## config.mk

```make
export PLATFORM = sky130hd
export DESIGN_NAME = gpu_cmd_controller
export DESIGN_NICKNAME = d
export VERILOG_FILES = /design/src/rtl/gpu_pkg.sv /design/src/rtl/gpu_cmd_controller.sv
export SDC_FILE = /design/constraint.sdc
export NUM_CORES = 1
export LEC_CHECK = 0
export ABC_AREA = 1
export CORE_MARGIN = 5
export CORE_UTILIZATION = 37
export DETAILED_ROUTE_END_ITERATION = 10
export GPL_TIMING_DRIVEN = 0
export MAX_ROUTING_LAYER = met4
export PLACE_DENSITY = 0.8
export SLEW_MARGIN = 20
export SYNTH_ARGS = -nofsm -noshare
export SYNTH_HDL_FRONTEND = slang
export SYNTH_SLANG_ARGS = --single-unit
```

## constraint.sdc

```tcl
create_clock -name clk -period 4.15 [get_ports clk]
set_clock_uncertainty 0.05 [all_clocks]
set_input_delay 1.0375 -clock clk [delete_from_list [all_inputs] [get_ports clk]]
set_output_delay 1.0375 -clock clk [all_outputs]
set_load 0.01 [all_outputs]
```

## src/rtl/gpu_pkg.sv

```systemverilog
// Shared definitions for the GPU command sequencer: opcodes, sequencer states
// and default operand widths.
package gpu_pkg;

  localparam int WIDTH_DEFAULT   = 10;
  localparam int HEIGHT_DEFAULT  = 9;
  localparam int CHANNEL_DEFAULT = 8;

  localparam logic [3:0] OP_NOP    = 4'h0;
  localparam logic [3:0] OP_LINE   = 4'h1;
  localparam logic [3:0] OP_ARC    = 4'h2;
  localparam logic [3:0] OP_CIRCLE = 4'h3;
  localparam logic [3:0] OP_FILL   = 4'h4;
  localparam logic [3:0] OP_FLUSH  = 4'h5;

  typedef enum logic [1:0] {
    IDLE  = 2'd0,
    RUN   = 2'd1,
    FLUSH = 2'd2
  } state_e;

endpackage

```

## src/rtl/gpu_cmd_controller.sv

```systemverilog
// Command sequencer: pops one command from the FWFT FIFO, latches its operands,
// runs the matching raster engine until it reports done, and issues frame flushes.
module gpu_cmd_controller
  import gpu_pkg::*;
#(
  parameter int WIDTH_BITS   = WIDTH_DEFAULT,
  parameter int HEIGHT_BITS  = HEIGHT_DEFAULT,
  parameter int CHANNEL_BITS = CHANNEL_DEFAULT
) (
  input  logic                    clk,
  input  logic                    n_rst,
  input  logic [3:0]              opcode_i,
  input  logic [WIDTH_BITS-1:0]   x1_i,
  input  logic [WIDTH_BITS-1:0]   x2_i,
  input  logic [WIDTH_BITS-1:0]   rad_i,
  input  logic [HEIGHT_BITS-1:0]  y1_i,
  input  logic [HEIGHT_BITS-1:0]  y2_i,
  input  logic [CHANNEL_BITS-1:0] r_i,
  input  logic [CHANNEL_BITS-1:0] g_i,
  input  logic [CHANNEL_BITS-1:0] b_i,
  input  logic [2:0]              oct_i,
  input  logic                    fifo_empty_i,
  input  logic                    finished_line_i,
  input  logic                    finished_fill_i,
  input  logic                    finished_arc_i,
  input  logic                    finished_circle_i,
  output logic [CHANNEL_BITS-1:0] r_o,
  output logic [CHANNEL_BITS-1:0] g_o,
  output logic [CHANNEL_BITS-1:0] b_o,
  output logic [WIDTH_BITS-1:0]   x1_line_o,
  output logic [HEIGHT_BITS-1:0]  y1_line_o,
  output logic [WIDTH_BITS-1:0]   x2_line_o,
  output logic [HEIGHT_BITS-1:0]  y2_line_o,
  output logic                    run_line_o,
  output logic [WIDTH_BITS-1:0]   x1_fill_o,
  output logic [HEIGHT_BITS-1:0]  y1_fill_o,
  output logic [WIDTH_BITS-1:0]   x2_fill_o,
  output logic [HEIGHT_BITS-1:0]  y2_fill_o,
  output logic                    run_fill_o,
  output logic [WIDTH_BITS-1:0]   x1_arc_o,
  output logic [HEIGHT_BITS-1:0]  y1_arc_o,
  output logic [WIDTH_BITS-1:0]   rad_arc_o,
  output logic [2:0]              oct_arc_o,
  output logic                    run_arc_o,
  output logic [WIDTH_BITS-1:0]   x1_circle_o,
  output logic [HEIGHT_BITS-1:0]  y1_circle_o,
  output logic [WIDTH_BITS-1:0]   rad_circle_o,
  output logic                    run_circle_o,
  output logic                    pop_o,
  output logic                    flush_frame_o
);

  state_e                  state_q;
  logic [3:0]              opcode_q;
  logic [WIDTH_BITS-1:0]   x1_q, x2_q, rad_q;
  logic [HEIGHT_BITS-1:0]  y1_q, y2_q;
  logic [CHANNEL_BITS-1:0] r_q, g_q, b_q;
  logic [2:0]              oct_q;
  logic                    run_line_q, run_fill_q, run_arc_q, run_circle_q;
  logic                    flush_q;
  logic                    finished_sel;

  // Only the engine named by the latched opcode may end the RUN stay.
  always_comb begin
    finished_sel = 1'b0;
    case (opcode_q)
      OP_LINE:   finished_sel = finished_line_i;
      OP_FILL:   finished_sel = finished_fill_i;
      OP_ARC:    finished_sel = finished_arc_i;
      OP_CIRCLE: finished_sel = finished_circle_i;
      default:   finished_sel = 1'b0;
    endcase
  end

  // Reset is folded in so the read strobe is quiet the moment reset is applied.
  assign pop_o = !n_rst && (state_q == IDLE) && !fifo_empty_i;

  always_ff @(posedge clk or posedge n_rst) begin
    if (n_rst) begin
      state_q      <= IDLE;
      opcode_q     <= '0;
      x1_q         <= '0;
      x2_q         <= '0;
      rad_q        <= '0;
      y1_q         <= '0;
      y2_q         <= '0;
      r_q          <= '0;
      g_q          <= '0;
      b_q          <= '0;
      oct_q        <= '0;
      run_line_q   <= 1'b0;
      run_fill_q   <= 1'b0;
      run_arc_q    <= 1'b0;
      run_circle_q <= 1'b0;
      flush_q      <= 1'b0;
    end else begin
      case (state_q)
        IDLE: begin
          if (!fifo_empty_i) begin
            opcode_q <= opcode_i;
            x1_q     <= x1_i;
            x2_q     <= x2_i;
            rad_q    <= rad_i;
            y1_q     <= y1_i;
            y2_q     <= y2_i;
            r_q      <= r_i;
            g_q      <= g_i;
            b_q      <= b_i;
            oct_q    <= oct_i;
            case (opcode_i)
              OP_LINE:   begin state_q <= RUN;   run_line_q   <= 1'b1; end
              OP_FILL:   begin state_q <= RUN;   run_fill_q   <= 1'b1; end
              OP_ARC:    begin state_q <= RUN;   run_arc_q    <= 1'b1; end
              OP_CIRCLE: begin state_q <= RUN;   run_circle_q <= 1'b1; end
              OP_FLUSH:  begin state_q <= FLUSH; flush_q      <= 1'b1; end
              default:   state_q <= IDLE;
            endcase
          end
        end
        RUN: begin
          if (finished_sel) begin
            state_q      <= IDLE;
            run_line_q   <= 1'b0;
            run_fill_q   <= 1'b0;
            run_arc_q    <= 1'b0;
            run_circle_q <= 1'b0;
          end
        end
        FLUSH: begin
          state_q <= IDLE;
          flush_q <= 1'b0;
        end
        default: state_q <= IDLE;
      endcase
    end
  end

  assign r_o           = r_q;
  assign g_o           = g_q;
  assign b_o           = b_q;
  assign x1_line_o     = x1_q;
  assign y1_line_o     = y1_q;
  assign x2_line_o     = x2_q;
  assign y2_line_o     = y2_q;
  assign x1_fill_o     = x1_q;
  assign y1_fill_o     = y1_q;
  assign x2_fill_o     = x2_q;
  assign y2_fill_o     = y2_q;
  assign x1_arc_o      = x1_q;
  assign y1_arc_o      = y1_q;
  assign rad_arc_o     = rad_q;
  assign oct_arc_o     = oct_q;
  assign x1_circle_o   = x1_q;
  assign y1_circle_o   = y1_q;
  assign rad_circle_o  = rad_q;
  assign run_line_o    = run_line_q;
  assign run_fill_o    = run_fill_q;
  assign run_arc_o     = run_arc_q;
  assign run_circle_o  = run_circle_q;
  assign flush_frame_o = flush_q;

endmodule

```

* After elaboration in Yosys (flattened, before gate mapping) *
Index checks and enable logic that the tools add are counted.

word-level totals
  register bits after elaboration = 86
  bits of input ports = 86
  output and inout bits = 167
  logic and storage cells = 71

operators by class
  equality and inequality tests = 18
  mux-type cells = 21
  bitwise operators = 1
  reduce and logical (&&, ||, !) cells = 15

operators by type and width
  kind                  number
  $eq A4 B2 Y1 const B  4
  $reduce_and A4 Y1     4
  $eq A4 B3 Y1 const B  3
  $mux W1               11
  $ne A2 B1 Y1 const B  5
  $pmux W1 S2           5
  $eq A4 B1 Y1 const B  2
  $pmux W2 S2           2
  $mux W2               2
  $ne A2 B2 Y1 const B  2
  $pmux W1 S4           1
  $reduce_and A2 Y1     2
  $reduce_bool A2 Y1    2
  $reduce_or A4 Y1      1
  $reduce_and A3 Y1     1
  $eq A2 B1 Y1 const B  1
  $eq A2 B2 Y1 const B  1
  $logic_and A1 B1 Y1   2
  $logic_not A1 Y1      2
  $logic_not A2 Y1      1
  $not A1 Y1            1

* Logic depth before layout (Yosys ltp) *
Gate-level depths: netlist of run 1.

  word-level depth = 5
  mapped depth = 9
  mapped depth without buffers = 9

* Least setup slack after synthesis of run 1 *
Ideal clock, no wire load.

  path kind = input to output
  start = in fifo_empty_i
  end = out pop_o
  arrival = 1532 ps
  data required time = 3062 ps
  slack = 1531 ps
  cell stages on the path = 4
  path buffers = 1
  path through = nor2_4 > inv_2 > buf_2 > nor2_1

on the way
  word-level cells in the longest chain between the ends = 2

RTL lines
  what                 line                      RTL
  from (decl)          gpu_cmd_controller.sv:22  input logic fifo_empty_i,
  $logic_not A1 Y1     -
  $logic_and A1 B1 Y1  gpu_cmd_controller.sv:76  assign pop_o = !n_rst && (state_q == IDLE) && !fifo_empty_i;
  to (decl)            gpu_cmd_controller.sv:49  output logic pop_o,

No other way between the ends.

* Worst setup path in the final report of run 1 *
Ends and elaborated chain as after synthesis.

==> results of run 1 <==
==> report_power, final <==
group          total, W  leakage [nW]  switching (W)  internal (W)
clock          0.000715         0.120       0.000297      0.000418
combinational   0.00300          2.32        0.00117       0.00183
sequential      0.00149          1.06       0.000298       0.00119
total           0.00521          3.50        0.00177       0.00344
==> layout make-up <==
cell class	count	area (um2)
Fill cell	888	3800
Timing Repair Buffer	253	2540
Sequential cell	86	2150
Multi-Input combinational cell	285	1120
Buffer	103	787
Tap cell	140	175
Clock buffer	11	141
Clock inverter	5	106
Inverter	14	55.1
==> metal layers <==
| layer | share of wire (%) | track usage, % | vias to the layer above |
|---|---|---|---|
| li1 | - | - | 1924 |
| met1 | 38 | 21.7 | 1779 |
| met2 | 53 | 35.2 | 174 |
| met3 | 6.8 | 4.33 | 12 |
| met4 | 1.2 | 4.93 | 0 |
| met5 | 0 | - | - |
==> Yosys cell counts (all sizes together) <==
cell	instances
buf	103
nor2	10
a21oi	2
nand3	10
nand4	6
inv	14
or2	1
o21ai	7
nand2	249
dfrtp	86
==> layout by cell type, fill, tap and decap left out <==
| master | n |
|---|---|
| clkdlybuf4s50_1 | 252 |
| nand2_1 | 248 |
| buf_4 | 86 |
| dfrtp_1 | 86 |
| inv_1 | 11 |
| nand3_1 | 10 |
| clkbuf_8 | 10 |
| buf_6 | 9 |
| buf_2 | 8 |
| nor2_1 | 8 |
| nand4_1 | 6 |
| o21ai_0 | 4 |
| o21ai_1 | 3 |
| bufinv_16 | 3 |
| inv_2 | 2 |
| a21oi_1 | 2 |
| nor2_2 | 1 |
| nor2_4 | 1 |
| nand2_2 | 1 |
| or2_2 | 1 |
| inv_4 | 1 |
| clkinvlp_4 | 1 |
| clkinv_4 | 1 |
| clkbuf_1 | 1 |
| buf_12 | 1 |
==> per-stage QoR <==
stage               power (W)  setup TNS, ns  area (um2)
floorplan             0.00282              0        4120
global placement      0.00446         -43.42        6810
detailed placement    0.00455              0        6840
CTS                   0.00527              0        7080
global route          0.00555              0        7080
finish                0.00521              0        7080
==> cells by family after synthesis <==
family,Yosys count,share of synthesized area (%)
AO/OA/AOI/OAI,9,1.09
buffers and inverters,117,20.4
flip-flops,86,52.3
AND/OR/NAND/NOR,276,26.2
==> registers in the layout, indices dropped and copies added (netlist names) <==
signal         flops
b_o                8
flush_frame_o      1
g_o                8
oct_arc_o          3
opcode_q           4
r_o                8
rad_arc_o         10
run_arc_o          1
run_circle_o       1
run_fill_o         1
run_line_o         1
state_q            2
x1_arc_o          10
x2_fill_o         10
y1_arc_o           9
y2_fill_o          9
==> worst max path at each step <==
stage / startpoint / end / slack [ns] / depth (start not counted)
4_1_cts: fifo_empty_i / pop_o / 0.44 / 6
3_5_place_dp: fifo_empty_i / pop_o / 0.45 / 6
6_report: fifo_empty_i / pop_o / 0.46 / 6
5_1_grt: fifo_empty_i / pop_o / 0.38 / 6
3_3_place_gp: n_rst / b_o[6] / -0.51 / 2
2_1_floorplan: n_rst / b_o[0] / 0.84 / 1
==> critical path, delay by kind of cell <==
kind | cells | cell delay [ns]
buf+inv | 4 | 1.31
simple gates | 2 | 0.25
==> flow_metrics.py, run 1 <==
metrics = {
    "status": {
        "run_status": "finished clean",
    },
    "worst_setup_path": {
        "critPathMaxStageDelay_ns": 0.54,
        "cp.required_ns": 3.06,
        "cp.arrival_ns": 2.61,
        "critPathSlowestCell": "clkdlybuf4s50_1",
        "crit_path_end_kind": "primary output",
        "reg2reg_from": "state_q[1]",
        "crit_fanout": 10,
        "cp_cell_sequence": "clkdlybuf4s50_1 > nor2_4 > inv_2 > buf_2 > nor2_1 > clkdlybuf4s50_1",
        "rr_worst_depth": 7,
        "start_kind": "input pin",
        "r2r_end": "g_o[6]",
        "cp_common_cell": "clkdlybuf4s50_1",
        "path_class": "input pin to primary output",
        "r2r_slack_ns": 2.80,
    },
    "global_routing": {
        "grt.overflow.total": 0,
        "grt_pass1_wl_um": 19700,
        "grt_usage_pct": 19.5,
        "first_global_vias": 4004,
        "antenna_found_initial": 0,
        "grt_max_degree": 47,
    },
    "power": {
        "max-vdd-ir-drop_uv": 407,
        "p_leak_nw": 3.50,
        "power.density_nw_per_um2": 735,
    },
    "synth": {
        "ys_ff_latch": 86,
        "syn_nets": 574,
        "yosys.area.top_type": "dfrtp_1",
        "syn_avg_cell_area_um2": 8.43,
        "synth_cell_types": 17,
        "seq_area_frac_synth_pct": 52.3,
        "yosys_warnings": 0,
        "synth_top_area_share_pct": 52.3,
        "synthCells": 488,
        "synth.area.top_cells": "dfrtp_1 52%, nand2_1 23%, buf_4 16%",
        "synth_area_um2": 4120,
    },
    "die": {
        "core_um2": 10900,
        "start_util_pct": 37.8,
        "num_rows": 38,
        "die_h_um": 115,
        "io_pins": 253,
        "die_w_um": 115,
        "design.die.area_um2": 13300,
    },
    "layout": {
        "antennaDiodeCount": 0,
        "final_cells": 897,
        "post-route-util_pct": 65.1,
        "syn2layout_area_growth_pct": 72.1,
        "fin_nets": 838,
        "drive_above_1_share_pct": 16.6,
    },
    "detailed_routing": {
        "wl_um": 12700,
        "vias_per_cell": 4.34,
        "via_count": 3889,
        "postRouteAntennaNets": 0,
        "dr.pass1.iters": 4,
        "wl_per_cell_um": 14.2,
        "drc": 0,
        "first_iter_violations": 133,
    },
    "min_path": {
        "min_path_type": "register to register",
        "holdPathEnd": "oct_arc_o[2]",
        "min_path_cells": 2,
        "min_from": "oct_arc_o[2]",
    },
    "timing": {
        "whs_ns": 0.426,
        "rsz0062_at_grt": "false",
        "final-hold-violation-count": 0,
        "slew_headroom_pct": 62.2,
        "drv_slew": 0,
        "worst_pin_slew_ns": 0.567,
        "worst_slack_ns": 0.456,
        "fin_crit_sh_pct": 89.0,
        "min_period_ns": 3.69,
        "fmax_mhz": 271,
        "setup_violations": 0,
    },
    "place": {
        "place_ws_ns": 0.451,
        "numPortBuffers": 252,
        "gpl.final_weighted_congestion": 0.815,
        "placed_cells": 881,
        "place_hpwl_um": 10400,
    },
    "cts": {
        "cts_setup_buffers": 0,
        "clk_latency_ns": 0.34,
        "cts_buffers": 9,
        "cts_tree": "yes",
        "post_cts_resized": 0,
        "ctsRootBufferMaster": "clkbuf_8",
        "clk_path_buf_depth": 2,
        "cts.sinks": 86,
        "htreeDepth": 3,
        "clk_pin_slew_ns": 0.09,
        "hold_buffers": 0,
    },
    "job": {
        "maxCapViolCount": 0,
    },
}
(Power assumes the default switching activity.)
==> run 2, diff against run 1 <==
Clock period 4.15 ns to 3.6 ns, I/O delays scaled along.
==> results of run 2 <==
Same layout as run 1 (identical final DEF). Status: finished clean.
Among the figures that moved: setup slack after placement 0.451 ns -> 0.176 ns; setup slack after layout 0.456 ns -> 0.181 ns; register-to-register setup slack 2.80 ns -> 2.25 ns; total power 0.00521 W -> 0.00600 W; worst IR drop on VDD 407 uV -> 469 uV
==> run 3, diff against run 2 <==
--- a/config.mk
+++ b/config.mk
@@ -7,10 +7,12 @@
 export LEC_CHECK = 0
 export ABC_AREA = 1
+export CELL_PAD_IN_SITES_DETAIL_PLACEMENT = 2
+export CELL_PAD_IN_SITES_GLOBAL_PLACEMENT = 2
 export CORE_MARGIN = 5
-export CORE_UTILIZATION = 37
+export CORE_UTILIZATION = 19
 export DETAILED_ROUTE_END_ITERATION = 10
 export GPL_TIMING_DRIVEN = 0
 export MAX_ROUTING_LAYER = met4
-export PLACE_DENSITY = 0.8
+export PLACE_DENSITY_LB_ADDON = 0.1
 export SLEW_MARGIN = 20
 export SYNTH_ARGS = -nofsm -noshare
--- a/constraint.sdc
+++ b/constraint.sdc
@@ -3,3 +3,3 @@
 set_input_delay 0.9 -clock clk [delete_from_list [all_inputs] [get_ports clk]]
 set_output_delay 0.9 -clock clk [all_outputs]
-set_load 0.01 [all_outputs]
+set_load 0.1 [all_outputs]
==> run 3 against run 2 <==
  * Final cell count grew 15%
  * Routed wire length rose by 31%
  * Register-to-register slack worse by 0.03 ns
  * Sequential share of layout area fell by 0.93 points
==> flow_metrics.py, run 3 (synthesis gave the netlist of run 1 again) <==
metrics = {
    "status": {
        "run_status": "finished clean",
    },
    "worst_setup_path": {
        "cp.required_ns": 2.65,
        "start_kind": "input pin",
        "reg2reg_from": "state_q[1]",
        "worstSetupEndpoint": "pop_o",
        "critPathMaxStageDelay_ns": 0.55,
        "r2r_slack_ns": 2.22,
        "cp_cell_sequence": "clkdlybuf4s50_1 > nor2_4 > inv_2 > buf_2 > nor2_1 > clkdlybuf4s18_2",
        "r2r_end": "run_arc_o",
        "crit_fanout": 10,
        "rr_worst_depth": 5,
        "path_class": "input pin to primary output",
        "crit_path_end_kind": "primary output",
        "worstSetupStartpoint": "fifo_empty_i",
        "cp.arrival_ns": 2.52,
        "critPathSlowestCell": "clkdlybuf4s18_2",
    },
    "die": {
        "die_h_um": 157,
        "design.die.area_um2": 24700,
        "core_um2": 21200,
        "start_util_pct": 19.5,
        "die_w_um": 157,
        "io_pins": 253,
        "num_rows": 53,
    },
    "detailed_routing": {
        "dr.max_layer_used": "met4",
        "drc": 0,
        "wl_um": 16700,
        "first_iter_violations": 81,
        "via_count": 4026,
        "postRouteAntennaNets": 0,
        "vias_per_cell": 3.90,
        "wl_per_cell_um": 16.2,
        "wl_met2_um": 8170,
        "dr.pass1.iters": 4,
        "route.met3.wl_um": 1350,
        "wl_met1_um": 7010,
    },
    "timing": {
        "min_period_ns": 3.47,
        "whs_ns": 0.420,
        "worst_slack_ns": 0.130,
        "rsz0062_at_grt": "false",
        "setup_violations": 0,
        "worst_pin_slew_ns": 1.05,
        "final-hold-violation-count": 0,
        "fin_crit_sh_pct": 96.4,
        "drv_slew": 0,
        "fmax_mhz": 288,
        "slew_headroom_pct": 29.8,
    },
    "cts": {
        "cts_tree": "yes",
        "clk_latency_ns": 0.33,
        "hold_buffers": 0,
        "cts_buffers": 9,
        "ctsRootBufferMaster": "clkbuf_16",
        "cts_setup_buffers": 0,
        "clk_pin_slew_ns": 0.06,
        "clk_path_buf_depth": 2,
        "cts.sinks": 86,
        "htreeDepth": 3,
    },
    "global_routing": {
        "first_global_vias": 4459,
        "antenna_found_initial": 0,
        "grt_usage_pct": 13.7,
        "grt_max_degree": 54,
        "grt_pass1_wl_um": 25600,
        "grt.overflow.total": 0,
    },
    "place": {
        "gpl.final_weighted_congestion": 0.788,
        "place_area_um2": 7010,
        "placed_cells": 1016,
        "place_ws_ns": -0.483,
        "numPortBuffers": 252,
        "place_hpwl_um": 13500,
    },
    "job": {
        "maxCapViolCount": 0,
    },
    "layout": {
        "drive_above_1_share_pct": 16.4,
        "fin_nets": 838,
        "final_common_cell": "clkdlybuf4s50_1",
        "final_cell_mix": "251 x clkdlybuf4s50_1, 248 x nand2_1, 86 x buf_4, 86 x dfrtp_1, 11 x inv_1",
        "syn2layout_area_growth_pct": 77.6,
        "design_area_um2": 7310,
        "final_cells": 1031,
        "fill_cells": 2377,
    },
    "min_path": {
        "min_path_type": "register to register",
    },
}
run 3: stage by stage:
step	setup TNS (ns)	util (%)
floorplan	0	-
global placement	-124.03	33.0
detailed placement	-0.483	33.2
CTS	0	34.5
global route	0	34.5
finish	0	34.5
run 3: layout make-up:
type | instances | area [um2] | area share (%)
timing repair buffer | 253 | 2550 | 34.9
antenna | 1 | 2.50 | 0.0342
sequential | 86 | 2150 | 29.5
clock inverter | 1 | 30.0 | 0.411
clock buffer | 13 | 260 | 3.56
tap | 275 | 344 | 4.71
multi-input combinational | 285 | 1120 | 15.4
inverter | 14 | 57.6 | 0.788
buffer | 103 | 787 | 10.8
run 3: routing by layer:
layer	global-route usage, %	up-vias
met3	4.04	11
met1	16.1	1937
met5	-	-
li1	-	1925
met2	22.8	153
met4	3.97	0
run 3: worst min-delay path by stage:
stage / cells past startpoint / start / endpoint
after floorplan: 2 / opcode_q[3] / opcode_q[3]
after global placement: 2 / r_o[1] / r_o[1]
after detailed placement: 2 / run_line_o / run_line_o
after CTS: 2 / run_line_o / run_line_o
after global routing: 2 / b_o[0] / b_o[0]
final: 2 / g_o[1] / g_o[1]
run 3: timing repair:
action	in CTS	in global routing
endpoints found under the setup margin	1	1
pin swaps	0	0
gates resized for setup	3	1
run 3: critical path, delay by kind of cell:
kind          cells  cell delay [ns]
buf+inv           4             1.34
simple gates      2             0.27
Power of run 3 is not shown: default switching activity piles up to over one toggle a cycle in this logic, so the estimate is an artifact.
